--- src/rtl/naive_bus_dma_if.sv ---
// naive_bus: simple request/grant bus, separate read and write channels
// Ports (master view):
//   rd_req/rd_addr out, rd_gnt/rd_data in  -- read: data returns the cycle after grant
//   wr_req/wr_addr/wr_data/wr_be out, wr_gnt in -- write: accepted on grant
interface naive_bus;
    logic        rd_req;
    logic        rd_gnt;
    logic [31:0] rd_addr;
    logic [31:0] rd_data;
    logic        wr_req;
    logic        wr_gnt;
    logic [31:0] wr_addr;
    logic [31:0] wr_data;
    logic [3:0]  wr_be;
    modport master (
        output rd_req, rd_addr, wr_req, wr_addr, wr_data, wr_be,
        input  rd_gnt, rd_data, wr_gnt
    );
    modport slave (
        input  rd_req, rd_addr, wr_req, wr_addr, wr_data, wr_be,
        output rd_gnt, rd_data, wr_gnt
    );
endinterface

--- src/rtl/naive_bus_dma.sv ---
// naive_bus_dma: word-by-word memory copy engine on a naive_bus master port
// Ports:
//   clk, rst          -- clock, synchronous active-high reset
//   bus               -- naive_bus master (read then write per word)
//   i_start           -- start request, sampled only when idle
//   i_src, i_dst      -- byte addresses, low two bits ignored
//   i_len             -- number of 32-bit words to move (0 = immediate done)
//   i_fill, i_pattern -- only with NAIVE_BUS_DMA_FILL_EN: write i_pattern instead of copying
//   o_busy            -- high whenever not idle
//   o_done            -- one-cycle completion pulse
// Build option: define NAIVE_BUS_DMA_FILL_EN to add the pattern-fill mode.
module naive_bus_dma #(
    parameter int LEN_W = 16
) (
    input  logic             clk,
    input  logic             rst,
    naive_bus.master         bus,
    input  logic             i_start,
    input  logic [31:0]      i_src,
    input  logic [31:0]      i_dst,
    input  logic [LEN_W-1:0] i_len,
`ifdef NAIVE_BUS_DMA_FILL_EN
    input  logic             i_fill,
    input  logic [31:0]      i_pattern,
`endif
    output logic             o_busy,
    output logic             o_done
);
    typedef enum logic [2:0] {IDLE, RD_REQ, RD_WAIT, WR_REQ, DONE} state_t;
    state_t           state;
    logic [31:0]      src_ptr, dst_ptr, hold;
    logic [LEN_W-1:0] count;
    logic             rd_req, wr_req;
    logic [31:0]      rd_addr, wr_addr, wr_data;
    logic [3:0]       wr_be;
    logic [31:0]      src_al, dst_al;
    logic             fill, start_fill;
    logic [31:0]      start_pat;
    assign src_al = i_src & ~32'h3;
    assign dst_al = i_dst & ~32'h3;
`ifdef NAIVE_BUS_DMA_FILL_EN
    assign start_fill = i_fill;
    assign start_pat  = i_pattern;
`else
    assign start_fill = 1'b0;
    assign start_pat  = '0;
    assign fill       = 1'b0;
`endif
    assign bus.rd_req  = rd_req;
    assign bus.rd_addr = rd_addr;
    assign bus.wr_req  = wr_req;
    assign bus.wr_addr = wr_addr;
    assign bus.wr_data = wr_data;
    assign bus.wr_be   = wr_be;
    // Bus outputs default to idle/zero each cycle; each state re-asserts
    // what the following cycle must present, so all outputs are registered.
    always_ff @(posedge clk) begin
        if (rst) begin
            state   <= IDLE;
            src_ptr <= '0;
            dst_ptr <= '0;
            count   <= '0;
            hold    <= '0;
            rd_req  <= 1'b0;
            rd_addr <= '0;
            wr_req  <= 1'b0;
            wr_addr <= '0;
            wr_data <= '0;
            wr_be   <= '0;
            o_busy  <= 1'b0;
            o_done  <= 1'b0;
`ifdef NAIVE_BUS_DMA_FILL_EN
            fill    <= 1'b0;
`endif
        end else begin
            rd_req  <= 1'b0;
            rd_addr <= '0;
            wr_req  <= 1'b0;
            wr_addr <= '0;
            wr_data <= '0;
            wr_be   <= '0;
            o_done  <= 1'b0;
            case (state)
                IDLE: if (i_start) begin
                    src_ptr <= src_al;
                    dst_ptr <= dst_al;
                    count   <= i_len;
                    hold    <= start_pat;
                    o_busy  <= 1'b1;
`ifdef NAIVE_BUS_DMA_FILL_EN
                    fill    <= start_fill;
`endif
                    if (i_len == '0) begin
                        state  <= DONE;
                        o_done <= 1'b1;
                    end else if (start_fill) begin
                        state   <= WR_REQ;
                        wr_req  <= 1'b1;
                        wr_addr <= dst_al;
                        wr_data <= start_pat;
                        wr_be   <= 4'hF;
                    end else begin
                        state   <= RD_REQ;
                        rd_req  <= 1'b1;
                        rd_addr <= src_al;
                    end
                end
                RD_REQ: begin
                    state   <= bus.rd_gnt ? RD_WAIT : RD_REQ;
                    rd_req  <= !bus.rd_gnt;
                    rd_addr <= bus.rd_gnt ? '0 : src_ptr;
                end
                RD_WAIT: begin
                    hold    <= bus.rd_data;
                    state   <= WR_REQ;
                    wr_req  <= 1'b1;
                    wr_addr <= dst_ptr;
                    wr_data <= bus.rd_data;
                    wr_be   <= 4'hF;
                end
                WR_REQ: if (!bus.wr_gnt) begin
                    wr_req  <= 1'b1;
                    wr_addr <= dst_ptr;
                    wr_data <= hold;
                    wr_be   <= 4'hF;
                end else begin
                    src_ptr <= src_ptr + 32'd4;
                    dst_ptr <= dst_ptr + 32'd4;
                    count   <= count - LEN_W'(1);
                    if (count == LEN_W'(1)) begin
                        state  <= DONE;
                        o_done <= 1'b1;
                    end else if (fill) begin
                        wr_req  <= 1'b1;
                        wr_addr <= dst_ptr + 32'd4;
                        wr_data <= hold;
                        wr_be   <= 4'hF;
                    end else begin
                        state   <= RD_REQ;
                        rd_req  <= 1'b1;
                        rd_addr <= src_ptr + 32'd4;
                    end
                end
                DONE: begin
                    state  <= IDLE;
                    o_busy <= 1'b0;
                end
                default: state <= IDLE;
            endcase
        end
    end
endmodule
--- src/flat_wrapper.sv ---
// flat-port wrapper written by rule: the top's interface ports become plain ports
module naive_bus_dma_flat 
#(
    parameter int LEN_W = 16
)
  (clk, rst, i_start, i_src, i_dst, i_len, o_busy, o_done, bus_rd_req, bus_rd_addr, bus_wr_req, bus_wr_addr, bus_wr_data, bus_wr_be, bus_rd_gnt, bus_rd_data, bus_wr_gnt);
  naive_bus bus_i ();
  input  logic clk;
  input  logic rst;
  input  logic i_start;
  input  logic [31:0] i_src;
  input  logic [31:0] i_dst;
  input  logic [LEN_W-1:0] i_len;
  output logic o_busy;
  output logic o_done;
  output wire logic [$bits(bus_i.rd_req)-1:0] bus_rd_req;
  output wire logic [$bits(bus_i.rd_addr)-1:0] bus_rd_addr;
  output wire logic [$bits(bus_i.wr_req)-1:0] bus_wr_req;
  output wire logic [$bits(bus_i.wr_addr)-1:0] bus_wr_addr;
  output wire logic [$bits(bus_i.wr_data)-1:0] bus_wr_data;
  output wire logic [$bits(bus_i.wr_be)-1:0] bus_wr_be;
  input wire logic [$bits(bus_i.rd_gnt)-1:0] bus_rd_gnt;
  input wire logic [$bits(bus_i.rd_data)-1:0] bus_rd_data;
  input wire logic [$bits(bus_i.wr_gnt)-1:0] bus_wr_gnt;
  assign bus_rd_req = bus_i.rd_req;
  assign bus_rd_addr = bus_i.rd_addr;
  assign bus_wr_req = bus_i.wr_req;
  assign bus_wr_addr = bus_i.wr_addr;
  assign bus_wr_data = bus_i.wr_data;
  assign bus_wr_be = bus_i.wr_be;
  assign bus_i.rd_gnt = bus_rd_gnt;
  assign bus_i.rd_data = bus_rd_data;
  assign bus_i.wr_gnt = bus_wr_gnt;
  naive_bus_dma #(.LEN_W(LEN_W)) u_core (.clk(clk), .rst(rst), .bus(bus_i), .i_start(i_start), .i_src(i_src), .i_dst(i_dst), .i_len(i_len), .o_busy(o_busy), .o_done(o_done));
endmodule
--- config.mk ---
export PLATFORM = sky130hd
export DESIGN_NAME = naive_bus_dma_flat
export DESIGN_NICKNAME = d
export VERILOG_FILES = /design/src/rtl/naive_bus_dma_if.sv /design/src/rtl/naive_bus_dma.sv /design/src/flat_wrapper.sv
export SDC_FILE = /design/constraint.sdc
export NUM_CORES = 1
export LEC_CHECK = 0
export BUFFER_PORTS_ARGS = -buffer_cell sky130_fd_sc_hd__buf_2
export CAP_MARGIN = 5
export CORE_MARGIN = 10
export CORE_UTILIZATION = 45
export CTS_CLUSTER_SIZE = 30
export DETAILED_ROUTE_END_ITERATION = 8
export GPL_TIMING_DRIVEN = 0
export PLACE_DENSITY = 0.79
export SLEW_MARGIN = 40
export SYNTH_ARGS = -nofsm -noshare
export SYNTH_HDL_FRONTEND = slang
export SYNTH_SLANG_ARGS = --single-unit
--- constraint.sdc ---
create_clock -name clk -period 5.02 [get_ports clk]
set_input_delay 0.753 -clock clk [delete_from_list [all_inputs] [get_ports clk]]
set_output_delay 0.753 -clock clk [all_outputs]
set_load 0.02 [all_outputs]
# Word level (Yosys, flattened, before mapping)
# Cells that the tools add are included.
dict set report totals {
  out_inout_bits 104
  regBits 219
  input_bits 117
  elab_cells 76
}
dict set report classes {
  eq_ne 7
  add_sub_neg 3
  mux 43
  n_reduce_logical 10
}
# cell count
set ops {}
lappend ops {{$mux 32} 12}
lappend ops {{$pmux 32 s2} 5}
lappend ops {{$pmux 32 s3} 1}
lappend ops {{$add 32x3->32 const B} 2}
lappend ops {{$mux 16} 2}
lappend ops {{$pmux 16 s2} 1}
lappend ops {{$eq 16x1->1 const B} 1}
lappend ops {{$logic_not 16->1} 1}
lappend ops {{$sub 16x1->16 const B} 1}
lappend ops {{$mux 3} 4}
lappend ops {{$pmux 3 s4} 1}
lappend ops {{$mux 1} 10}
lappend ops {{$pmux 4 s2} 1}
lappend ops {{$eq 3x2->1 const B} 2}
lappend ops {{$pmux 1 s2} 3}
lappend ops {{$reduce_and 2->1} 3}
lappend ops {{$reduce_bool 2->1} 3}
lappend ops {{$mux 4} 1}
lappend ops {{$ne 2x2->1 const B} 2}
lappend ops {{$eq 3x1->1 const B} 1}
lappend ops {{$eq 3x3->1 const B} 1}
lappend ops {{$logic_not 3->1} 1}
lappend ops {{$pmux 1 s3} 1}
lappend ops {{$reduce_and 3->1} 1}
lappend ops {{2 further kinds} 2}

# Longest topological paths before layout
# Gate-level depths: netlist of run 1.
dict set report depth {
  depth_word 4
  depth_mapped 8
  ltp_nobuf 7
}

# Least setup slack after synthesis of run 1
# No wires, ideal clock.
dict set report synth_path {
  path_kind {input -> register}
  startpoint {input i_start}
  endpoint {register u_core.src_ptr[13]}
  path_buffers 2
  required_ns 4.892
  path_stages 7
  setup_ns 0.128
  setup_slack_ns 2.524
  arrival_ns 2.368
  path_cell_list {or3b_2 > a21oi_1 > clkbuf_1 > clkbuf_1 > o21ai_0 > a22oi_1 > nor2_1}
}
dict set report synth_between {
  elab_chain_len 2
}
# element line_no
set synth_rtl {}
lappend synth_rtl {{start, declared} flat_wrapper.sv:10} ;# input logic i_start;
lappend synth_rtl {{$ne 2x2->1 (no line)} -}
lappend synth_rtl {{$reduce_and 3->1 (no line)} -}
lappend synth_rtl {{end signal, assigned} naive_bus_dma.sv:85} ;# src_ptr <= src_al;
lappend synth_rtl {{end signal, assigned} naive_bus_dma.sv:127} ;# src_ptr <= src_ptr + 32'd4;
lappend synth_rtl {{end, declared} naive_bus_dma.sv:31} ;# logic [31:0] src_ptr, dst_ptr, hold;
# Every way passes these cells.
# A chain may end at the register's enable or synchronous reset.

# Final worst setup path of run 1
dict set report layout_path {
  startpoint {register u_core.state[1]}
  endpoint {register u_core.rd_addr[11], in the netlist u_core.bus.rd_addr[11]}
}
dict set report layout_between {
  elab_chain_len 2
  elab_cells_between_ends 4
  cone_classes {eq/ne (2); mux (1); reduce/logical (1)}
}
# element line_no
set layout_rtl {}
lappend layout_rtl {{start, declared} naive_bus_dma.sv:30} ;# state_t state;
lappend layout_rtl {{start signal, assigned} naive_bus_dma.sv:109} ;# state <= bus.rd_gnt ? RD_WAIT : RD_REQ;
lappend layout_rtl {{$eq 3x2->1 (tied with other cells)} naive_bus_dma.sv:83} ;# case (state)
lappend layout_rtl {{$pmux 32 s3 *} naive_bus_dma.sv:83}
lappend layout_rtl {{end signal, assigned} naive_bus_dma.sv:105} ;# rd_addr <= src_al;
lappend layout_rtl {{end signal, assigned} naive_bus_dma.sv:111} ;# rd_addr <= bus.rd_gnt ? '0 : src_ptr;
lappend layout_rtl {{end signal, assigned} naive_bus_dma.sv:141} ;# rd_addr <= src_ptr + 32'd4;
lappend layout_rtl {{end, declared} naive_bus_dma.sv:34} ;# logic [31:0] rd_addr, wr_addr, wr_data;
# Mark *: on every way between the ends. The rest lies on a longest branch, timed or not.

==> results of run 1 <==
==> placed cells by master (no fill, tap or decap), types with 4 or more instances in the layout <==
cell,Yosys,final
nand2_1,180,180
o211ai_1,5,5
a2bb2oi_1,4,4
or4_1,19,19
nand3b_1,4,4
clkbuf_1,90,94
ha_1,4,4
nor3b_1,7,6
and3_1,18,18
dfxtp_1,209,209
mux2i_1,5,5
o31ai_1,10,10
a221oi_1,4,4
a22oi_1,43,43
inv_1,26,26
nand4_1,28,28
buf_2,7,222
o21ai_0,54,54
a211oi_1,11,11
or3_1,10,10
a32oi_1,7,7
buf_4,7,7
a311oi_1,6,6
bufinv_16,0,5
and4_1,6,6
a21o_1,5,5
o22ai_1,11,11
a21oi_1,140,140
clkbuf_16,0,23
nor4_1,27,24
buf_1,8,8
and2_1,45,45
o32ai_1,10,10
clkbuf_8,0,4
nand3_1,41,41
a31oi_1,22,22
nor3_1,40,38
nor2_1,82,82
a22o_1,4,4
==> cell families after synthesis <==
| group | count (synthesis) | synth area share [%] |
|---|---|---|
| AOI/OAI and AO/OA | 363 | 23.4 |
| xor gates and xnor gates | 2 | 0.179 |
| adders and majority gates | 4 | 0.512 |
| buffers and inverters | 138 | 5.66 |
| DFF | 209 | 42.8 |
| muxes | 5 | 0.512 |
| other | 1 | 0.0384 |
| and+or+nand+nor | 526 | 26.9 |
==> final cells by class <==
type	instances	area [um2]	area share, %
multi-input cells	902	5090	42.1
flip-flops and latches	209	4180	34.6
repair buffers	215	1080	8.90
clock buffers	31	646	5.34
plain buffers	112	455	3.77
well taps	275	344	2.85
clock inverters	11	189	1.56
inverters	26	97.6	0.808
diodes	1	2.50	0.0207
==> per-layer routing <==
metal  routed length, um  global-route usage, %  vias up  share of wire (%)
met1               15100                   32.9     5121                 39
met2               17200                   40.5      758                 45
met5                   0                      0        -                  0
li1                    -                      -     5041                  -
met4                1330                   8.82        0                3.4
met3                4870                   6.93      124                 13
==> metrics by stage <==
| step | setup WS [ns] | hold slack [ns] | instance area, um2 | total power (uW) | cells |
|---|---|---|---|---|---|
| after detailed placement | 1.65 | 0.446 | 11200 | 2520 | 1739 |
| after global placement | 1.70 | 0.442 | 11200 | 2500 | 1738 |
| after floorplan | 2.52 | 0.437 | 9780 | 2260 | 1249 |
| final | 1.86 | 0.455 | 12100 | 4390 | 1782 |
| after global routing | 1.76 | 0.457 | 12100 | 4530 | 1781 |
| after CTS | 2.02 | 0.437 | 12100 | 4380 | 1781 |
==> state kept, by name, summed over array words and instances, names as in the netlist <==
register / cells
u_core.bus.wr_addr: 31
u_core.o_busy: 1
u_core.bus.rd_addr: 31
u_core.bus.wr_data: 32
u_core.bus.wr_be: 1
u_core.src_ptr: 30
u_core.state: 3
u_core.dst_ptr: 30
u_core.o_done: 1
u_core.count: 16
u_core.bus.rd_req: 1
u_core.hold: 32
==> power groups by stage <==
| stage | Sequential, uW | Combinational (uW) | Clock, uW |
|---|---|---|---|
| 2_1_floorplan | 1880 | 380 | 0 |
| 3_3_place_gp | 1870 | 639 | 0 |
| 3_5_place_dp | 1870 | 649 | 0 |
| 4_1_cts | 1830 | 654 | 1890 |
| 5_1_grt | 1850 | 727 | 1950 |
| 6_report | 1840 | 676 | 1870 |
==> worst reg2reg max path: cells and delay by family (launching register included) <==
kind	cells	cell delay (ns)
compound gates	2	0.61
buf+inv	5	2.03
flops	1	0.37
==> path summary, 6_finish.rpt <==
kind                   start                endpoint  slack, ns  cells past startpoint
max reg2reg  u_core.state[1]  u_core.bus.rd_addr[11]       1.86                      7
max          u_core.state[1]  u_core.bus.rd_addr[11]       1.86                      7
min reg2reg   u_core.hold[4]   u_core.bus.wr_data[4]       0.46                      2
min           u_core.hold[4]   u_core.bus.wr_data[4]       0.46                      2
==> summary.txt, run 1 <==
Outcome
  – Outcome: finished, final reports clean

Floorplanning
  – Initial Util: 46.1%
  – DIE HEIGHT: 167 um
  – Die Area: 0.0280 mm2
  – I/O pin count: 221
  – Num rows: 53
  – Core Area: 0.0212 mm2
  – Die X-Extent: 167 um

Clock network
  – Bufs on Longest Clock Path: 3
  – Clock Latency Late Sink: 0.52 ns
  – H-tree levels: 1
  – # Post-CTS Setup Buffers: 0
  – Root Driver: clkbuf_16
  – Clock-pin slew on the worst setup and hold paths: 0.06 ns
  – TritonCTS Buffers: 23
  – Clk sinks: 209
  – PostCTS Resize Cnt: 0
  – Cts hold-fix bufs: 0
  – CTS tree: yes

Global route
  – First-pass GRT wire length: 59.1 mm
  – Overflow after GRT: 0
  – Vias in the first global route: 10,500
  – Total track usage: 25.6%
  – Largest net degree at the start of global routing: 14
  – Initial antenna violation count: 0

Yosys
  – FF+latch count, synth: 209
  – Area fraction of the dominant cell type after synthesis: 42.8%
  – Yosys top cell by area: dfxtp_1
  – Synthesis Warnings: 0
  – Async SR Flop Fraction: 0%
  – Number of synthesized flops with an enable pin: 0
  – Mapped Area: 0.00978 mm2
  – Netlist cell types: 67
  – Sequential area share after synthesis: 42.8%
  – Syn avg cell area: 7.83 um2
  – Main synth FF type: dfxtp_1
  – Gate Count Post-Synth: 1,248
  – Top cells by count, synth: 209 x dfxtp_1, 180 x nand2_1, 140 x a21oi_1
  – Count leader, synth: dfxtp_1
  – Synth top area cells: dfxtp_1 43%, a21oi_1 7.2%, nand2_1 6.9%

Pwr
  – Logic pwr share: 15.4%
  – Max rail drop VDD: 0.291 mV
  – Reg power frac: 41.9%
  – Leakage: 0.00469 uW
  – Power Density: 363 mW/mm2
  – Net Switching: 1260 uW
  – Switching Fraction: 28.6%
  – Clk pwr share: 42.7%
  – Internal power: 3130 uW

Worst setup path
  – Crit path max-delay family: buffers and inverters
  – Crit-path max cell delay: 0.56 ns
  – Worst EP arrival: 3.54 ns
  – Worst Path Max Fanout: 10
  – Worst-path cell chain: clkbuf_1 -> inv_1 -> o21ai_0 -> clkbuf_1 -> clkbuf_1 -> clkbuf_1 -> a21oi_1
  – Slowest CP cell: clkbuf_1
  – Most common cell on crit path: clkbuf_1
  – Crit end category: flip-flop
  – Worst path bufs/invs: 5
  – Worst Setup Start Kind: flip-flop
  – Kind of critical path: flip-flop to flip-flop
  – CP required: 5.40 ns

Detailed routing
  – Pre-Repair DR Iteration Count: 6
  – Vias: 11,000
  – DR vias/cell: 6.20
  – Drc violations: 0
  – Detail Route Antenna Nets: 0
  – Total wire length: 38.5 mm
  – Routed length per placed instance: 21.6 um
  – Initial drt markers: 1,561

Place
  – HPWL Detailed: 27.6 mm
  – Port Buffers: 214
  – RD Place Congestion: 0.974

Final layout
  – Area growth syn-to-layout: 23.6%
  – Final nets: 1,610
  – Layout cells sized above 1: 18.8%
  – Fillers: 1,993
  – Final core occ: 57.0%

STA
  – Hold Violations, Final: 0
  – Pins Over Slew Limit: 0
  – Fin Clk Skew: 0.00971 ns
  – Setup_tns: 0 ns
  – Slew @ Worst Pin: 0.883 ns
  – Final Cycle Share: 63.0%
  – Slew margin rel.: 41.1%
  – Fmax: 316 MHz
  – RSZ-0062 raised after global routing: no
  – Final setup violation count: 0
  – Tmin final: 3.16 ns

Job
  – Total of max-cap violations: 0

Worst hold path
  – HP Class: flip-flop to flip-flop
Note: power is estimated with default switching activity, not from simulation.
==> run 2, diff against run 1 <==
--- a/config.mk
+++ b/config.mk
@@ -5,6 +5,7 @@
 export SDC_FILE = /design/constraint.sdc
 export NUM_CORES = 1
 export LEC_CHECK = 0
+export ABC_AREA = 1
 export BUFFER_PORTS_ARGS = -buffer_cell sky130_fd_sc_hd__buf_2
 export CAP_MARGIN = 5
 export CORE_MARGIN = 10
@@ -12,7 +13,7 @@
 export CTS_CLUSTER_SIZE = 30
 export DETAILED_ROUTE_END_ITERATION = 8
 export GPL_TIMING_DRIVEN = 0
-export PLACE_DENSITY = 0.79
+export PLACE_DENSITY = 0.82
 export SLEW_MARGIN = 40
 export SYNTH_ARGS = -nofsm -noshare
 export SYNTH_HDL_FRONTEND = slang
==> constraint.sdc (replaced) <==
create_clock -name clk -period 2.6 [get_ports clk]
set_input_delay 0.39 -clock clk [delete_from_list [all_inputs] [get_ports clk]]
set_output_delay 0.39 -clock clk [all_outputs]
set_load 0.02 [all_outputs]
==> summary.txt, run 2 <==
Worst setup path
  – Most common cell on crit path: nand2_1 (was clkbuf_1)
  – Worst-path cell chain: ha_1 -> nand2_1 -> nor2_1 -> nand2_1 -> nor2_1 -> xor2_1 -> nand2_1 -> nand3_1 -> nand2_1 (was clkbuf_1 -> inv_1 -> o21ai_0 -> clkbuf_1 -> clkbuf_1 -> clkbuf_1 -> a21oi_1)
  – Crit-path max cell delay: 0.45 ns (was 0.56 ns)
  – Crit end category: flip-flop (unchanged)
  – Slowest CP cell: dfxtp_1 (was clkbuf_1)
  – CP required: 3.01 ns (was 5.40 ns)
  – Crit path max-delay family: simple AND/OR/NAND/NOR gates (was buffers and inverters)
  – Worst EP arrival: 2.71 ns (was 3.54 ns)
  – Kind of critical path: flip-flop to flip-flop (unchanged)
  – Worst path bufs/invs: 0 (was 5)
  – Worst Setup Start Kind: flip-flop (unchanged)
  – Worst Path Max Fanout: 6 (was 10)

Yosys
  – Main synth FF type: dfxtp_1 (unchanged)
  – Sequential area share after synthesis: 41.4% (was 42.8%)
  – Async SR Flop Fraction: 0% (unchanged)
  – Gate Count Post-Synth: 1,566 (was 1,248)
  – Top cells by count, synth: 460 x nand2_1, 242 x nor2_1, 209 x dfxtp_1 (was 209 x dfxtp_1, 180 x nand2_1, 140 x a21oi_1)
  – Area fraction of the dominant cell type after synthesis: 41.4% (was 42.8%)
  – Count leader, synth: nand2_1 (was dfxtp_1)
  – Syn avg cell area: 6.46 um2 (was 7.83 um2)
  – FF+latch count, synth: 209 (unchanged)
  – Number of synthesized flops with an enable pin: 0 (unchanged)
  – Synth top area cells: dfxtp_1 41%, nand2_1 17%, nor2_1 9.0% (was dfxtp_1 43%, a21oi_1 7.2%, nand2_1 6.9%)
  – Mapped Area: 0.0101 mm2 (was 0.00978 mm2)
  – Synthesis Warnings: 0 (unchanged)
  – Yosys top cell by area: dfxtp_1 (unchanged)
  – Netlist cell types: 36 (was 67)

Floorplanning
  – Core Area: 0.0220 mm2 (was 0.0212 mm2)
  – Num rows: 54 (was 53)
  – I/O pin count: 221 (unchanged)
  – Die X-Extent: 170 um (was 167 um)
  – Initial Util: 46.1% (about the same)
  – DIE HEIGHT: 170 um (was 167 um)
  – Die Area: 0.0289 mm2 (was 0.0280 mm2)

Job
  – Total of max-cap violations: 0 (unchanged)

Clock network
  – Clock-pin slew on the worst setup and hold paths: 0.06 ns (about the same)
  – CTS tree: yes (unchanged)
  – Bufs on Longest Clock Path: 3 (unchanged)
  – Cts hold-fix bufs: 0 (unchanged)
  – PostCTS Resize Cnt: 0 (unchanged)
  – Root Driver: clkbuf_16 (unchanged)
  – H-tree levels: 1 (unchanged)
  – Clock Latency Late Sink: 0.52 ns (about the same)
  – # Post-CTS Setup Buffers: 0 (unchanged)
  – TritonCTS Buffers: 23 (unchanged)
  – Clk sinks: 209 (unchanged)

Pwr
  – Power Density: 761 mW/mm2 (was 363 mW/mm2)
  – Leakage: 0.00528 uW (was 0.00469 uW)
  – Max rail drop VDD: 0.488 mV (was 0.291 mV)

Final layout
  – Final core occ: 56.4% (was 57.0%)
  – Final nets: 1,928 (was 1,610)
  – Commonest non-fill, non-tap cell in the layout: nand2_1 (was buf_2)
  – Area growth syn-to-layout: 22.3% (was 23.6%)
  – Layout cells sized above 1: 16.5% (was 18.8%)
  – Most frequent cells in the layout: 460 x nand2_1, 242 x nor2_1, 238 x buf_2, 209 x dfxtp_1, 180 x a21oi_1 (was 222 x buf_2, 209 x dfxtp_1, 180 x nand2_1, 140 x a21oi_1, 94 x clkbuf_1)
  – Fillers: 2,070 (was 1,993)
  – Biggest regs: u_core.bus.wr_data: 32 flops, u_core.hold: 32 flops (unchanged)

Worst hold path
  – HP Class: input port to flip-flop (was flip-flop to flip-flop)

Global route
  – First-pass GRT wire length: 57.3 mm (was 59.1 mm)
  – Total track usage: 24.6% (was 25.6%)
  – Overflow after GRT: 0 (unchanged)
  – Vias in the first global route: 10,700 (was 10,500)
  – Largest net degree at the start of global routing: 14 (unchanged)
  – Initial antenna violation count: 1 (was 0)

Place
  – RD Place Congestion: 1.00 (was 0.974)
  – HPWL Detailed: 28.4 mm (was 27.6 mm)
  – Port Buffers: 215 (was 214)

STA
  – Final Cycle Share: 88.6% (was 63.0%)
  – Fin Clk Skew: 0.00907 ns (was 0.00971 ns)
  – RSZ-0062 raised after global routing: no (unchanged)
  – Tmin final: 2.30 ns (was 3.16 ns)
  – Hold Violations, Final: 0 (unchanged)
  – Pins Over Slew Limit: 0 (unchanged)
  – Slew margin rel.: 50.1% (was 41.1%)
  – Fmax: 434 MHz (was 316 MHz)
  – Final setup violation count: 0 (unchanged)
  – Slew @ Worst Pin: 0.749 ns (was 0.883 ns)
  – Setup_tns: 0 ns (unchanged)

Detailed routing
  – Detail Route Antenna Nets: 0 (unchanged)
  – Drc violations: 0 (unchanged)
  – Vias: 11,300 (was 11,000)
  – DR vias/cell: 5.38 (was 6.20)
  – Initial drt markers: 1,223 (was 1,561)
  – Pre-Repair DR Iteration Count: 9 (was 6)
  – Routed length per placed instance: 17.8 um (was 21.6 um)
  – Total wire length: 37.4 mm (was 38.5 mm)

Outcome
  – Outcome: finished, final reports clean (unchanged)
-- run 2: logic make-up after synthesis --
family | Yosys count | share of synthesized area (%)
fa+ha+maj | 4 | 0.495
compound gates | 272 | 13.7
xor+xnor | 17 | 1.47
buf+inv | 204 | 8.37
simple gates | 859 | 34.5
other cells | 1 | 0.0371
flops | 209 | 41.4
-- run 2: where the power goes --
part,internal (uW),switching (uW)
Combinational,643,1380
Sequential,3510,300
Clock,2230,1360
-- run 2: through the flow --
step                cell area (um2)  instances  hold slack [ns]  worst slack [ns]  power, uW
floorplan                     10100       1567            0.439             0.981       5130
global placement              11500       2062            0.444             0.338       5790
detailed placement            11500       2062            0.452             0.349       5830
CTS                           12400       2102            0.141             0.341       9390
global route                  12400       2103            0.151             0.142       9830
finish                        12400       2103            0.152             0.297       9420
-- run 2: tightest hold or removal path, cell delays in order --
cell and delay [ns]:
buf_2 0.10, nand2_1 0.07, a21oi_1 0.06
-- run 2: area by class of cell --
class	count	area, um2	share of cell area [%]
sequential	209	4180	33.8
clock inverter	10	181	1.47
inverter	121	454	3.67
clock buffer	30	642	5.19
tap	280	350	2.83
buffer	83	393	3.17
multi-input combinational	1154	5090	41.1
timing repair buffer	215	1080	8.70
antenna	1	2.50	0.0202
-- run 2: worst paths after layout --
kind | end | start | slack [ns] | cells past startpoint
hold / removal | u_core.hold[3] | bus_rd_data[3] | 0.15 | 3
setup / recovery | u_core.dst_ptr[12] | u_core.dst_ptr[2] | 0.30 | 9
setup reg to reg | u_core.dst_ptr[12] | u_core.dst_ptr[2] | 0.30 | 9
hold reg to reg | u_core.bus.wr_data[9] | u_core.hold[9] | 0.46 | 2
-- run 2: layer usage --
layer	track usage (%)	part of all wire (%)
met1	30.3	39
met2	40.8	46
met3	5.28	10
met4	10.6	4.4
met5	0	0
